**src/rtl/motor_mixer.sv**
```systemverilog
// X-frame motor mixer: mixes one flight command into four clamped motor speeds,
// then strobes each speed into its pwm channel in order 0..3 when not busy.
// Optional arming input enabled by defining MOTOR_MIXER_ARM_EN.
module motor_mixer #(
    parameter int MIN_SPEED = 256,
    parameter int MAX_SPEED = 65535
) (
    input  logic        clk,
    input  logic        rst_n,
`ifdef MOTOR_MIXER_ARM_EN
    input  logic        arm,
`endif
    input  logic        cmd_valid,
    output logic        cmd_ready,
    input  logic [15:0] throttle,
    input  logic [15:0] roll,
    input  logic [15:0] pitch,
    input  logic [15:0] yaw,
    output logic [15:0] speed_0,
    output logic [15:0] speed_1,
    output logic [15:0] speed_2,
    output logic [15:0] speed_3,
    output logic [3:0]  speed_oe,
    input  logic [3:0]  pwm_busy,
    output logic [3:0]  sat_flags,
    output logic        done
);

    typedef enum logic [1:0] {IDLE, MIX, DISPATCH, DONE} state_t;

    localparam logic signed [18:0] MIN_S  = 19'(MIN_SPEED);
    localparam logic signed [18:0] MAX_S  = 19'(MAX_SPEED);
    localparam logic [15:0]        MIN16  = 16'(MIN_SPEED);
    localparam logic [15:0]        MAX16  = 16'(MAX_SPEED);

    state_t      state;
    logic [1:0]  k;
    logic [15:0] t_q;
    logic [15:0] r_q;
    logic [15:0] p_q;
    logic [15:0] y_q;
    logic        mix_en;

    logic signed [18:0] t_ext;
    logic signed [18:0] r_ext;
    logic signed [18:0] p_ext;
    logic signed [18:0] y_ext;
    logic signed [18:0] sum;
    logic               neg_r;
    logic               neg_p;
    logic               neg_y;
    logic [15:0]        mixed;
    logic               mix_sat;

`ifdef MOTOR_MIXER_ARM_EN
    logic arm_q;
    assign mix_en = arm_q;
`else
    assign mix_en = 1'b1;
`endif

    // Sign pattern of the X-frame mix for motor k; one shared adder tree.
    assign neg_r = k[0] ^ k[1];
    assign neg_p = k[1];
    assign neg_y = ~k[0];

    assign t_ext = {3'b000, t_q};
    assign r_ext = {{3{r_q[15]}}, r_q};
    assign p_ext = {{3{p_q[15]}}, p_q};
    assign y_ext = {{3{y_q[15]}}, y_q};
    assign sum   = t_ext + (neg_r ? -r_ext : r_ext)
                         + (neg_p ? -p_ext : p_ext)
                         + (neg_y ? -y_ext : y_ext);

    always_comb begin
        mixed   = sum[15:0];
        mix_sat = 1'b0;
        if (!mix_en) begin
            mixed = MIN16;
        end else if (sum < MIN_S) begin
            mixed   = MIN16;
            mix_sat = 1'b1;
        end else if (sum > MAX_S) begin
            mixed   = MAX16;
            mix_sat = 1'b1;
        end
    end

    // Strobes and done are single-cycle pulses; everything else is held.
    always_ff @(posedge clk or posedge rst_n) begin
        if (rst_n) begin
            state     <= IDLE;
            k         <= 2'd0;
            cmd_ready <= 1'b1;
            t_q       <= 16'd0;
            r_q       <= 16'd0;
            p_q       <= 16'd0;
            y_q       <= 16'd0;
`ifdef MOTOR_MIXER_ARM_EN
            arm_q     <= 1'b0;
`endif
            speed_0   <= MIN16;
            speed_1   <= MIN16;
            speed_2   <= MIN16;
            speed_3   <= MIN16;
            speed_oe  <= 4'b0000;
            sat_flags <= 4'b0000;
            done      <= 1'b0;
        end else begin
            speed_oe <= 4'b0000;
            done     <= 1'b0;
            case (state)
                IDLE: begin
                    if (cmd_valid && cmd_ready) begin
                        t_q       <= throttle;
                        r_q       <= roll;
                        p_q       <= pitch;
                        y_q       <= yaw;
`ifdef MOTOR_MIXER_ARM_EN
                        arm_q     <= arm;
`endif
                        k         <= 2'd0;
                        cmd_ready <= 1'b0;
                        state     <= MIX;
                    end else begin
                        cmd_ready <= 1'b1;
                    end
                end
                MIX: begin
                    case (k)
                        2'd0: speed_0 <= mixed;
                        2'd1: speed_1 <= mixed;
                        2'd2: speed_2 <= mixed;
                        2'd3: speed_3 <= mixed;
                    endcase
                    sat_flags[k] <= mix_sat;
                    if (k == 2'd3) begin
                        k     <= 2'd0;
                        state <= DISPATCH;
                    end else begin
                        k <= k + 2'd1;
                    end
                end
                DISPATCH: begin
                    // A busy channel stalls the sequence so order 0..3 is kept.
                    if (!pwm_busy[k]) begin
                        speed_oe <= 4'b0001 << k;
                        if (k == 2'd3) begin
                            k     <= 2'd0;
                            state <= DONE;
                        end else begin
                            k <= k + 2'd1;
                        end
                    end
                end
                DONE: begin
                    done  <= 1'b1;
                    state <= IDLE;
                end
                default: state <= IDLE;
            endcase
        end
    end

endmodule

```
**config.mk**
```make
export PLATFORM = sky130hd
export DESIGN_NAME = motor_mixer
export DESIGN_NICKNAME = d
export VERILOG_FILES = /design/src/rtl/motor_mixer.sv
export SDC_FILE = /design/constraint.sdc
export NUM_CORES = 1
export LEC_CHECK = 0
export BUFFER_PORTS_ARGS = -buffer_cell sky130_fd_sc_hd__buf_2
export CORE_ASPECT_RATIO = 1.1
export CORE_MARGIN = 5
export CORE_UTILIZATION = 40
export CTS_CLUSTER_SIZE = 16
export DETAILED_ROUTE_END_ITERATION = 10
export GPL_ROUTABILITY_DRIVEN = 0
export HOLD_SLACK_MARGIN = 0.15
export SLEW_MARGIN = 20
export SYNTH_ARGS = -nofsm -noshare
export SYNTH_HDL_FRONTEND = slang
export SYNTH_SLANG_ARGS = --single-unit
```
**constraint.sdc**
```tcl
create_clock -name clk -period 7.8 [get_ports clk]
set_input_delay 0.39 -clock clk [delete_from_list [all_inputs] [get_ports clk]]
set_output_delay 0.39 -clock clk [all_outputs]
set_load 0.03 [all_outputs]
```
## After elaboration in Yosys (flattened, before gate mapping)

Cells that the tools add are included.

- Flip-flop bits (word level): 142
- Output and inout bits: 74
- Logic and storage cells: 74

- Add/subtract/negate cells: 7
- $lt $le $gt $ge: 4
- Eq/ne operators: 10
- Shift operators: 1
- Muxes and demuxes: 25
- Bitwise operators: 1
- Reduce and logical (&&, ||, !) cells: 12

Operators by type and width:

| kind | count |
|---|---|
| $mux W19 | 3 |
| $neg A16 Y19 | 3 |
| $add A19 B19 Y19 | 2 |
| $mux W16 | 2 |
| $add A17 B19 Y19 | 1 |
| $gt A19 B17 Y1 const B | 1 |
| $lt A19 B10 Y1 const B | 1 |
| $mux W2 | 7 |
| $reduce_and A2 Y1 | 5 |
| $eq A2 B2 Y1 const B | 4 |
| $mux W4 | 2 |
| $ne A2 B2 Y1 const B | 4 |
| $pmux W2 S4 | 1 |
| $mux W1 | 6 |
| $pmux W2 S3 | 1 |
| $bwmux W4 | 1 |
| $eq A2 B1 Y1 const B | 2 |
| $logic_not A2 Y1 | 2 |
| $reduce_and A4 Y1 | 1 |
| $shl A1 B2 Y4 const A | 1 |
| $lt A2 B3 Y1 const B | 1 |
| $reduce_and A3 Y1 | 1 |
| $reduce_bool A3 Y1 | 1 |
| $add A2 B1 Y2 const B | 1 |
| 5 further kinds | 6 |

## Logic depth before layout (Yosys ltp)

Gate-level depths: netlist (run 1).

- Depth after elaboration: 9
- Mapped depth: 24
- Gate-level depth less buffers: 19

## Worst setup path after synthesis (run 1)

Ideal clock, no wire load.

- Path type: register -> register
- Start: reg k[1]
- End: reg speed_0[0]
- Arrival: 5.594 ns
- Data required time: 7.679 ns
- Slack: 2.085 ns
- Cell stages (with the launch flop): 24
- Clock period less this slack: 5.715 ns
- Path through: dfrtp_1 -> clkbuf_1 -> clkbuf_1 -> inv_1 -> ha_1 -> clkbuf_1 -> clkbuf_1 -> o41ai_1 -> xnor2_1 -> fa_1 -> inv_1 -> fa_1 -> inv_1 -> ha_1 -> clkbuf_1 -> a21oi_1 -> o22ai_1 -> a211o_1 -> a41oi_1 -> o2111ai_1 -> nand4_1 -> clkbuf_1 -> o21ai_0 -> a22o_1

- Cells in the longest elaborated chain, start to end: 8
- Elaborated cells between the ends (all ways): 12
- Those cells by class: add/sub (3); order compare (2); mux (4); bitwise (1); reduce/logical (2)

RTL lines:

| item | line | text |
|---|---|---|
| start, declared | 37 | `logic [1:0] k;` |
| start signal, assigned | 141 | `k <= k + 2'd1;` |
| start signal, assigned | 152 | `k <= k + 2'd1;` |
| $xor A1 B1 Y1 | 63 | `assign neg_r = k[0] ^ k[1];` |
| $mux W19 | 71 | `assign sum = t_ext + (neg_r ? -r_ext : r_ext)` |
| $add A17 B19 Y19 | 71 |  |
| $add A19 B19 Y19 | 72 | `+ (neg_p ? -p_ext : p_ext)` |
| $add A19 B19 Y19 | 73 | `+ (neg_y ? -y_ext : y_ext);` |
| $gt A19 B17 Y1 | 83 | `end else if (sum > MAX_S) begin` |
| $mux W16 | 83 |  |
| $mux W16 | 80 | `end else if (sum < MIN_S) begin` |
| end signal, assigned | 131 | `2'd0: speed_0 <= mixed;` |
| end, declared | 19 | `output logic [15:0] speed_0,` |

Several ways; a longest one is shown, not always the timed one.
A chain may end at the register's enable or synchronous reset.

## Final worst setup path (run 1)

- Start: reg k[0]
- End: reg speed_1[4]

- Cells in the longest elaborated chain, start to end: 8
- Elaborated cells between the ends (all ways): 12
- Those cells by class: add/sub (3); order compare (2); eq/ne (1); mux (4); bitwise (1); reduce/logical (1)

RTL lines:

| item | line | text |
|---|---|---|
| $xor A1 B1 Y1 | 63 |  |
| $mux W19 | 71 |  |
| $add A17 B19 Y19 | 71 |  |
| $add A19 B19 Y19 | 72 |  |
| $add A19 B19 Y19 | 73 |  |
| $gt A19 B17 Y1 | 83 |  |
| $mux W16 | 83 |  |
| $mux W16 | 80 |  |
| end signal, assigned | 132 | `2'd1: speed_1 <= mixed;` |
| end, declared | 20 | `output logic [15:0] speed_1,` |

Several ways; a longest one is shown, not always the timed one.

==> results of run 1 <==
[worst max-delay path, stage by stage, from the launching register on]
cell and delay [ns]:
sky130_fd_sc_hd__dfrtp_1 0.79, sky130_fd_sc_hd__inv_1 0.19, sky130_fd_sc_hd__ha_1 0.71, sky130_fd_sc_hd__o21ai_0 0.21, sky130_fd_sc_hd__fa_1 0.54, sky130_fd_sc_hd__inv_1 0.06
sky130_fd_sc_hd__fa_1 0.46, sky130_fd_sc_hd__inv_1 0.07, sky130_fd_sc_hd__ha_1 0.18, sky130_fd_sc_hd__inv_1 0.06, sky130_fd_sc_hd__fa_1 0.41, sky130_fd_sc_hd__nand2b_1 0.19
sky130_fd_sc_hd__a21oi_1 0.36, sky130_fd_sc_hd__a211o_1 0.30, sky130_fd_sc_hd__a41oi_1 0.18, sky130_fd_sc_hd__a211o_1 0.31, sky130_fd_sc_hd__nand4_1 0.37, sky130_fd_sc_hd__o21ai_0 0.42
sky130_fd_sc_hd__a22o_1 0.30
[flip-flops by register name, summed over array words and instances, names as in the netlist]
| name | cells |
|---|---|
| cmd_ready | 1 |
| done | 1 |
| k | 2 |
| p_q | 16 |
| r_q | 16 |
| sat_flags | 4 |
| speed_0 | 16 |
| speed_1 | 16 |
| speed_2 | 16 |
| speed_3 | 16 |
| speed_oe | 4 |
| state | 2 |
| t_q | 16 |
| y_q | 16 |
[worst max-delay path by stage]
stage               startpoint  depth (start not counted)    endpoint  slack, ns
floorplan                 k[1]                         23  speed_0[0]       2.09
global placement          k[0]                         18  speed_0[4]       1.65
detailed placement        k[0]                         18  speed_3[4]       1.60
CTS                       k[0]                         18  speed_3[4]       1.58
global route              k[0]                         18  speed_1[4]       1.10
finish                    k[0]                         18  speed_1[4]       1.54
[cells by family after synthesis]
family                     count (synthesis)  synth area share, %
buffers and inverters                    115                5.384
DFF                                      142                42.67
adders and majority gates                 65                12.81
muxes                                     67                9.148
xor gates and xnor gates                  63                6.794
and+or+nand+nor                          143                8.773
AOI/OAI and AO/OA                        173                14.43
[stage by stage]
step | cells | util (%) | cell area, sq um
floorplan | 768 | - | 8343
global placement | 1141 | 45.15 | 9290
detailed placement | 1141 | 45.15 | 9290
CTS | 1174 | 48.17 | 9911
global route | 1174 | 48.17 | 9911
finish | 1174 | 48.17 | 9911
[timing repair]
item,CTS,global route
setup buffers,0,0
hold buffers,1,0
endpoints found under the hold margin,66,0
setup endpoints to repair,0,0
[layout make-up]
| class | count | area [sq um] |
|---|---|---|
| timing repair buffer | 149 | 760.7 |
| tap | 256 | 320.3 |
| sequential | 142 | 3560 |
| fill | 1902 | 10670 |
| inverter | 84 | 320.3 |
| clock inverter | 14 | 171.4 |
| multi-input combinational | 511 | 4339 |
| clock buffer | 18 | 439.2 |
[layer usage]
layer,part of all wire [%],GRT usage (%)
met5,0,0
met4,2.3,5.805
met3,5.4,4.181
met2,45,26.37
met1,47,24.57
[cells in the final DEF, fill, tap and decap left out, types with 3 or more instances in the layout]
master,instances
sky130_fd_sc_hd__buf_2,144
sky130_fd_sc_hd__dfrtp_1,137
sky130_fd_sc_hd__inv_1,83
sky130_fd_sc_hd__mux2_2,64
sky130_fd_sc_hd__xnor2_1,53
sky130_fd_sc_hd__a22o_1,48
sky130_fd_sc_hd__nand2_1,46
sky130_fd_sc_hd__o21ai_0,37
sky130_fd_sc_hd__fa_1,34
sky130_fd_sc_hd__ha_1,31
sky130_fd_sc_hd__nor2_1,30
sky130_fd_sc_hd__a21oi_1,28
sky130_fd_sc_hd__clkbuf_16,17
sky130_fd_sc_hd__nor3_1,14
sky130_fd_sc_hd__a31oi_1,12
sky130_fd_sc_hd__o31ai_1,10
sky130_fd_sc_hd__xor2_1,9
sky130_fd_sc_hd__nand3_1,9
sky130_fd_sc_hd__o21a_1,7
sky130_fd_sc_hd__nand4_1,6
sky130_fd_sc_hd__or4_1,5
sky130_fd_sc_hd__and2_1,5
sky130_fd_sc_hd__inv_6,5
sky130_fd_sc_hd__dfstp_2,5
sky130_fd_sc_hd__a211oi_1,4
sky130_fd_sc_hd__nor2_2,4
sky130_fd_sc_hd__or2_1,4
sky130_fd_sc_hd__inv_8,4
sky130_fd_sc_hd__buf_4,4
sky130_fd_sc_hd__nor2b_1,3
sky130_fd_sc_hd__nand2b_1,3
sky130_fd_sc_hd__a21o_1,3
sky130_fd_sc_hd__o21ai_1,3
sky130_fd_sc_hd__o41ai_1,3
sky130_fd_sc_hd__clkinvlp_4,3
==> results.md, run 1 <==
- Clock tree from TritonCTS: yes
- Min-Delay Path Depth: 2
- Final clock skew: 0.01030 ns
- Share of the synthesized area in the top cell type: roughly 41%
- Number of distinct library cells after synthesis: 64
- Clock Pin Slew Worst Setup and Hold Paths: 0.07 ns
- Setup repair after global routing missed its margin: false
- Post-cts resize count: 0
- Source of the worst hold timing path: pitch[5]
- Routed length per instance: 17.44 um
- Number of failing hold endpoints at the final stage: 0
- Iteration-0 DRC count of the detailed router: 380
- Number of max-cap violations: 0
- Deepest clock path buffer count: 2
- Avg Synthesized Cell Area: 10.86 sq um
- Number of DRC violations after detailed routing: 0
- Number of I/O pins: about 150
- Relative slew slack: between 30% and 40%
- Post-route worst hold slack: about 0.19 ns
- CP required: roughly 8 ns
- Horizontal die dimension: around 150 um
- Count of vias placed by the detailed router: between 6000 and 7000
- Via count of the first global-routing pass: slightly below 6000
- FF-to-FF setup slack: ~1.5 ns
- Most used standard cells in the synthesized netlist: sky130_fd_sc_hd__dfrtp_1, sky130_fd_sc_hd__inv_1, sky130_fd_sc_hd__mux2_2
- Die Y-Extent: around 160 um
- Area growth, synth to finish: 18.79%
- Worst Setup End Kind: register
- Initial Util: 40.55%
- Cells after Synth: ~770
- Number of search-and-repair iterations in the first detailed-routing pass: 5
- Post-synthesis register bit count: approximately 140
- Clock sink count: 142
- Diode count: 0
- Full die area: between 20000 and 25000 sq um
- Core box area: 20580 sq um
- Path class of the lowest-slack min-delay path: input port to register
- Type of element launching the critical path: register
- Via density per instance: 5.168
- Arrival time worst endpoint: 6.57 ns
- Clock latency on the worst-skew pair: about 0.43 ns
- Synth Cell Area: roughly 8300 sq um
- Clock Root Buffer: sky130_fd_sc_hd__clkbuf_16
- Pin count of the biggest net entering global routing: just under 80
- Wire length of the first global-routing pass: approximately 33 mm
- Total of buffers placed on input and output ports: between 100 and 150
- Largest cells by area after synthesis: sky130_fd_sc_hd__dfrtp_1, sky130_fd_sc_hd__mux2_2, sky130_fd_sc_hd__fa_1
- Number of buffers added by the clock tree synthesis step: 17
- Half-perimeter wire length after placement: 15.81 mm
- Crit Path Category: register to register
- Clock H-tree levels: 4
- Total number of yosys warnings: 0
- Setup violations, final: 0
- Setup Total Neg Slack: 0 ns
- Cell taking the most area after synthesis: sky130_fd_sc_hd__dfrtp_1
- Fraction of the yosys area taken by sequential cells: 42.67%
- Final cycle utilization of the critical path: between 80% and 90%
- Maximum clock frequency: around 160 MHz
- Fraction of layout cells with a size suffix above 1: between 20% and 30%
- Least-Margin Pin Slew: around 0.95 ns
- Worst slack after detailed placement: roughly 1.6 ns
- Global-route usage over all layers: between 10% and 20%
- Number of nets in the finished design: between 1000 and 1500
- Reg2reg start: k[0]
- Minimum period implied by the final worst setup slack: approximately 6.3 ns
- Synth Net Count: between 900 and 1000
- Setup slack after layout: 1.544 ns
- Path depth of the worst reg2reg path: 18
- Final antenna-violating net count: 0
- Initial antenna violation count: 0
- Status: completed
- Wirelength, routed: roughly 20 mm
- Worst reg2reg path endpoint: speed_1[4]
- Hold endpoint: p_q[5]
- Row count: 55
- Most common flop cell mapped by yosys: sky130_fd_sc_hd__dfrtp_1
- Cell with the most instances after synthesis: sky130_fd_sc_hd__dfrtp_1
- Global route total overflow: 0
- Number of flops mapped to enable cells by yosys: 0
- Number of slew-limit violations in the final report: 0
- Largest fanout on the critical path: 22
- Proportion of register bits with asynchronous set or reset after synthesis: between 90% and 100%
Power of run 1 is left out: the tool's default activity adds up to more than one toggle a clock period on the data nets, which glitch-free logic cannot reach.
==> inputs of run 2 (changes only) <==
==> constraint.sdc (replaced) <==
create_clock -name clk -period 5.4 [get_ports clk]
set_input_delay 0.27 -clock clk [delete_from_list [all_inputs] [get_ports clk]]
set_output_delay 0.27 -clock clk [all_outputs]
set_load 0.03 [all_outputs]
==> results.md, run 2 (same netlist as run 1, synthesis figures left out) <==
- Status: completed
- Global route total overflow: 0
- Initial Util: approximately 41%
- Clock Root Buffer: sky130_fd_sc_hd__clkbuf_16
- Maximum clock frequency: slightly below 200 MHz
- Utilization after layout: between 50% and 60%
- Via density per instance: just over 5
- Fraction of layout cells with a size suffix above 1: roughly 30%
- Final antenna-violating net count: 0
- Wire length of the first global-routing pass: 34.18 mm
- Number of failing hold endpoints at the final stage: 0
- Routed length per instance: around 17 um
- Leading cell types in the layout, fill and taps excluded: sky130_fd_sc_hd__buf_2, sky130_fd_sc_hd__dfrtp_1, sky130_fd_sc_hd__inv_1, sky130_fd_sc_hd__dlygate4sd3_1, sky130_fd_sc_hd__mux2_2
- CP required: roughly 5.7 ns
- Least-Margin Pin Slew: 0.8766 ns
- Clock H-tree levels: 4
- Global-route usage over all layers: a little under a fifth
- Post-layout instance count excluding filler cells: around 1300
- Post-route standard cell area excluding fillers: between 10000 and 15000 sq um
- Total placed cells including tap cells: 1163
- Relative slew slack: slightly above 40%
- Final clock skew: 0.008167 ns
- Crit Path Category: register to register
- Area growth, synth to finish: 28.75%
- Setup repair after global routing missed its margin: false
- Wirelength, routed: approximately 21 mm
- Diode count: 0
- Pin count of the biggest net entering global routing: between 90 and 100
- Number of DRC violations after detailed routing: 0
- Number of nets in the finished design: about 1100
- Setup violations, final: 0
- Deepest clock path buffer count: 2
- Area used by sequential logic in the layout: around 3600 sq um
- Largest fanout on the critical path: 10
- Core box area: 20580 sq um
- FF-to-FF setup slack: about 0.25 ns
- Path class of the lowest-slack min-delay path: input port to register
- Row count: 55
- Commonest non-fill, non-tap cell in the layout: sky130_fd_sc_hd__buf_2
- Clock latency on the worst-skew pair: 0.43 ns
- Clock Pin Slew Worst Setup and Hold Paths: 0.06 ns
- Worst Setup End Kind: register
- Number of I/O pins: 145
- Arrival time worst endpoint: between 5 and 6 ns
- Clock sink count: 142
- Area used by multi-input combinational logic: about 4400 sq um
- Number of setup buffers added after CTS: 0
- Horizontal die dimension: roughly 150 um
- Count of vias placed by the detailed router: between 6000 and 7000
- Iteration-0 DRC count of the detailed router: between 300 and 400
- Initial antenna violation count: 0
- Min-Delay Path Depth: 4
- Half-perimeter wire length after placement: 15.90 mm
- Instance area after placement: 9455 sq um
- Clock tree from TritonCTS: yes
- Via count of the first global-routing pass: approximately 6400
- Die Y-Extent: around 160 um
- Path depth of the worst reg2reg path: 19
- Full die area: roughly 24000 sq um
- Number of search-and-repair iterations in the first detailed-routing pass: 5
- Type of element launching the critical path: register
- Number of slew-limit violations in the final report: 0
- Minimum period implied by the final worst setup slack: approximately 5 ns
- Number of max-cap violations: 0
- Number of buffers added by the clock tree synthesis step: 17
- Final cycle utilization of the critical path: 95.31%
- Total of buffers placed on input and output ports: around 140
- Number of fillers in the final layout: roughly 1800
- Setup Total Neg Slack: 0 ns
-- run 2: changes by cell type in the layout (fill, tap and decap cells not counted), sizes merged --
cell / before / now
bufinv: 2 / 0
clkinv: 1 / 2
dlygate4sd3: 1 / 65
buf: 148 / 170
xnor3: 1 / 2
clkinvlp: 3 / 5
clkbuf: 18 / 17
-- run 2: final timing paths --
path                                  from    endpoint
worst max register to register      p_q[4]  speed_1[8]
min in group asynchronous            rst_n  speed_1[1]
worst max-delay path                p_q[4]  speed_1[8]
max in group asynchronous            rst_n     r_q[12]
worst min-delay path             cmd_valid        k[0]
worst min register to register  speed_3[2]  speed_3[2]
-- run 2: through the flow --
| step | hold WS (ns) | worst slack (ns) |
|---|---|---|
| floorplan | 0.4206 | 0.08721 |
| detailed placement | 0.4758 | 0.01290 |
| CTS | 0.3412 | 0.01315 |
| finish | 0.3606 | 0.2533 |
| global placement | 0.4699 | 0.07410 |
| global route | 0.4138 | 0.001405 |
-- run 2: area by class of cell --
type                            instances  area share [%]
Sequential cell                       142           33.14
Multi-Input combinational cell        512           41.16
Inverter                               84           2.982
Clock inverter                         15           1.153
Tap cell                              256           2.982
Clock buffer                           17           3.960
Timing Repair Buffer                  235           14.62
-- run 2: repair_timing --
| item | in CTS | in global routing |
|---|---|---|
| hold buffers | 65 | 0 |
| resized for setup | 0 | 22 |
| endpoints found under the hold margin | 160 | 0 |
| endpoints found under the setup margin | 5 | 68 |
| cloned | 0 | 1 |
| pin swaps | 1 | 1 |
-- run 2: worst max-delay path, stage by stage (launching register included) --
cell and delay [ns]:
sky130_fd_sc_hd__dfrtp_1 0.42, sky130_fd_sc_hd__or4_4 0.51, sky130_fd_sc_hd__nor3_2 0.22, sky130_fd_sc_hd__buf_4 0.17, sky130_fd_sc_hd__nand3_1 0.09, sky130_fd_sc_hd__o21ai_0 0.21
sky130_fd_sc_hd__xnor2_1 0.11, sky130_fd_sc_hd__fa_1 0.48, sky130_fd_sc_hd__inv_1 0.05, sky130_fd_sc_hd__fa_1 0.52, sky130_fd_sc_hd__inv_1 0.04, sky130_fd_sc_hd__ha_1 0.33
sky130_fd_sc_hd__inv_1 0.09, sky130_fd_sc_hd__o21ai_0 0.08, sky130_fd_sc_hd__a221o_1 0.38, sky130_fd_sc_hd__o21a_1 0.22, sky130_fd_sc_hd__or2_2 0.31, sky130_fd_sc_hd__and4b_4 0.26
sky130_fd_sc_hd__nor4b_4 0.39, sky130_fd_sc_hd__a31oi_1 0.15
-- run 2: metal layers --
layer  routed length (um)  vias up  GRT usage, %
met4                  392        0         6.102
met5                    0        -             0
met1                 9931     3198         24.72
met2                10090      173         28.83
met3                 1004       23         3.367
li1                     -     3152             -
Power of run 2 is left out for the same reason.
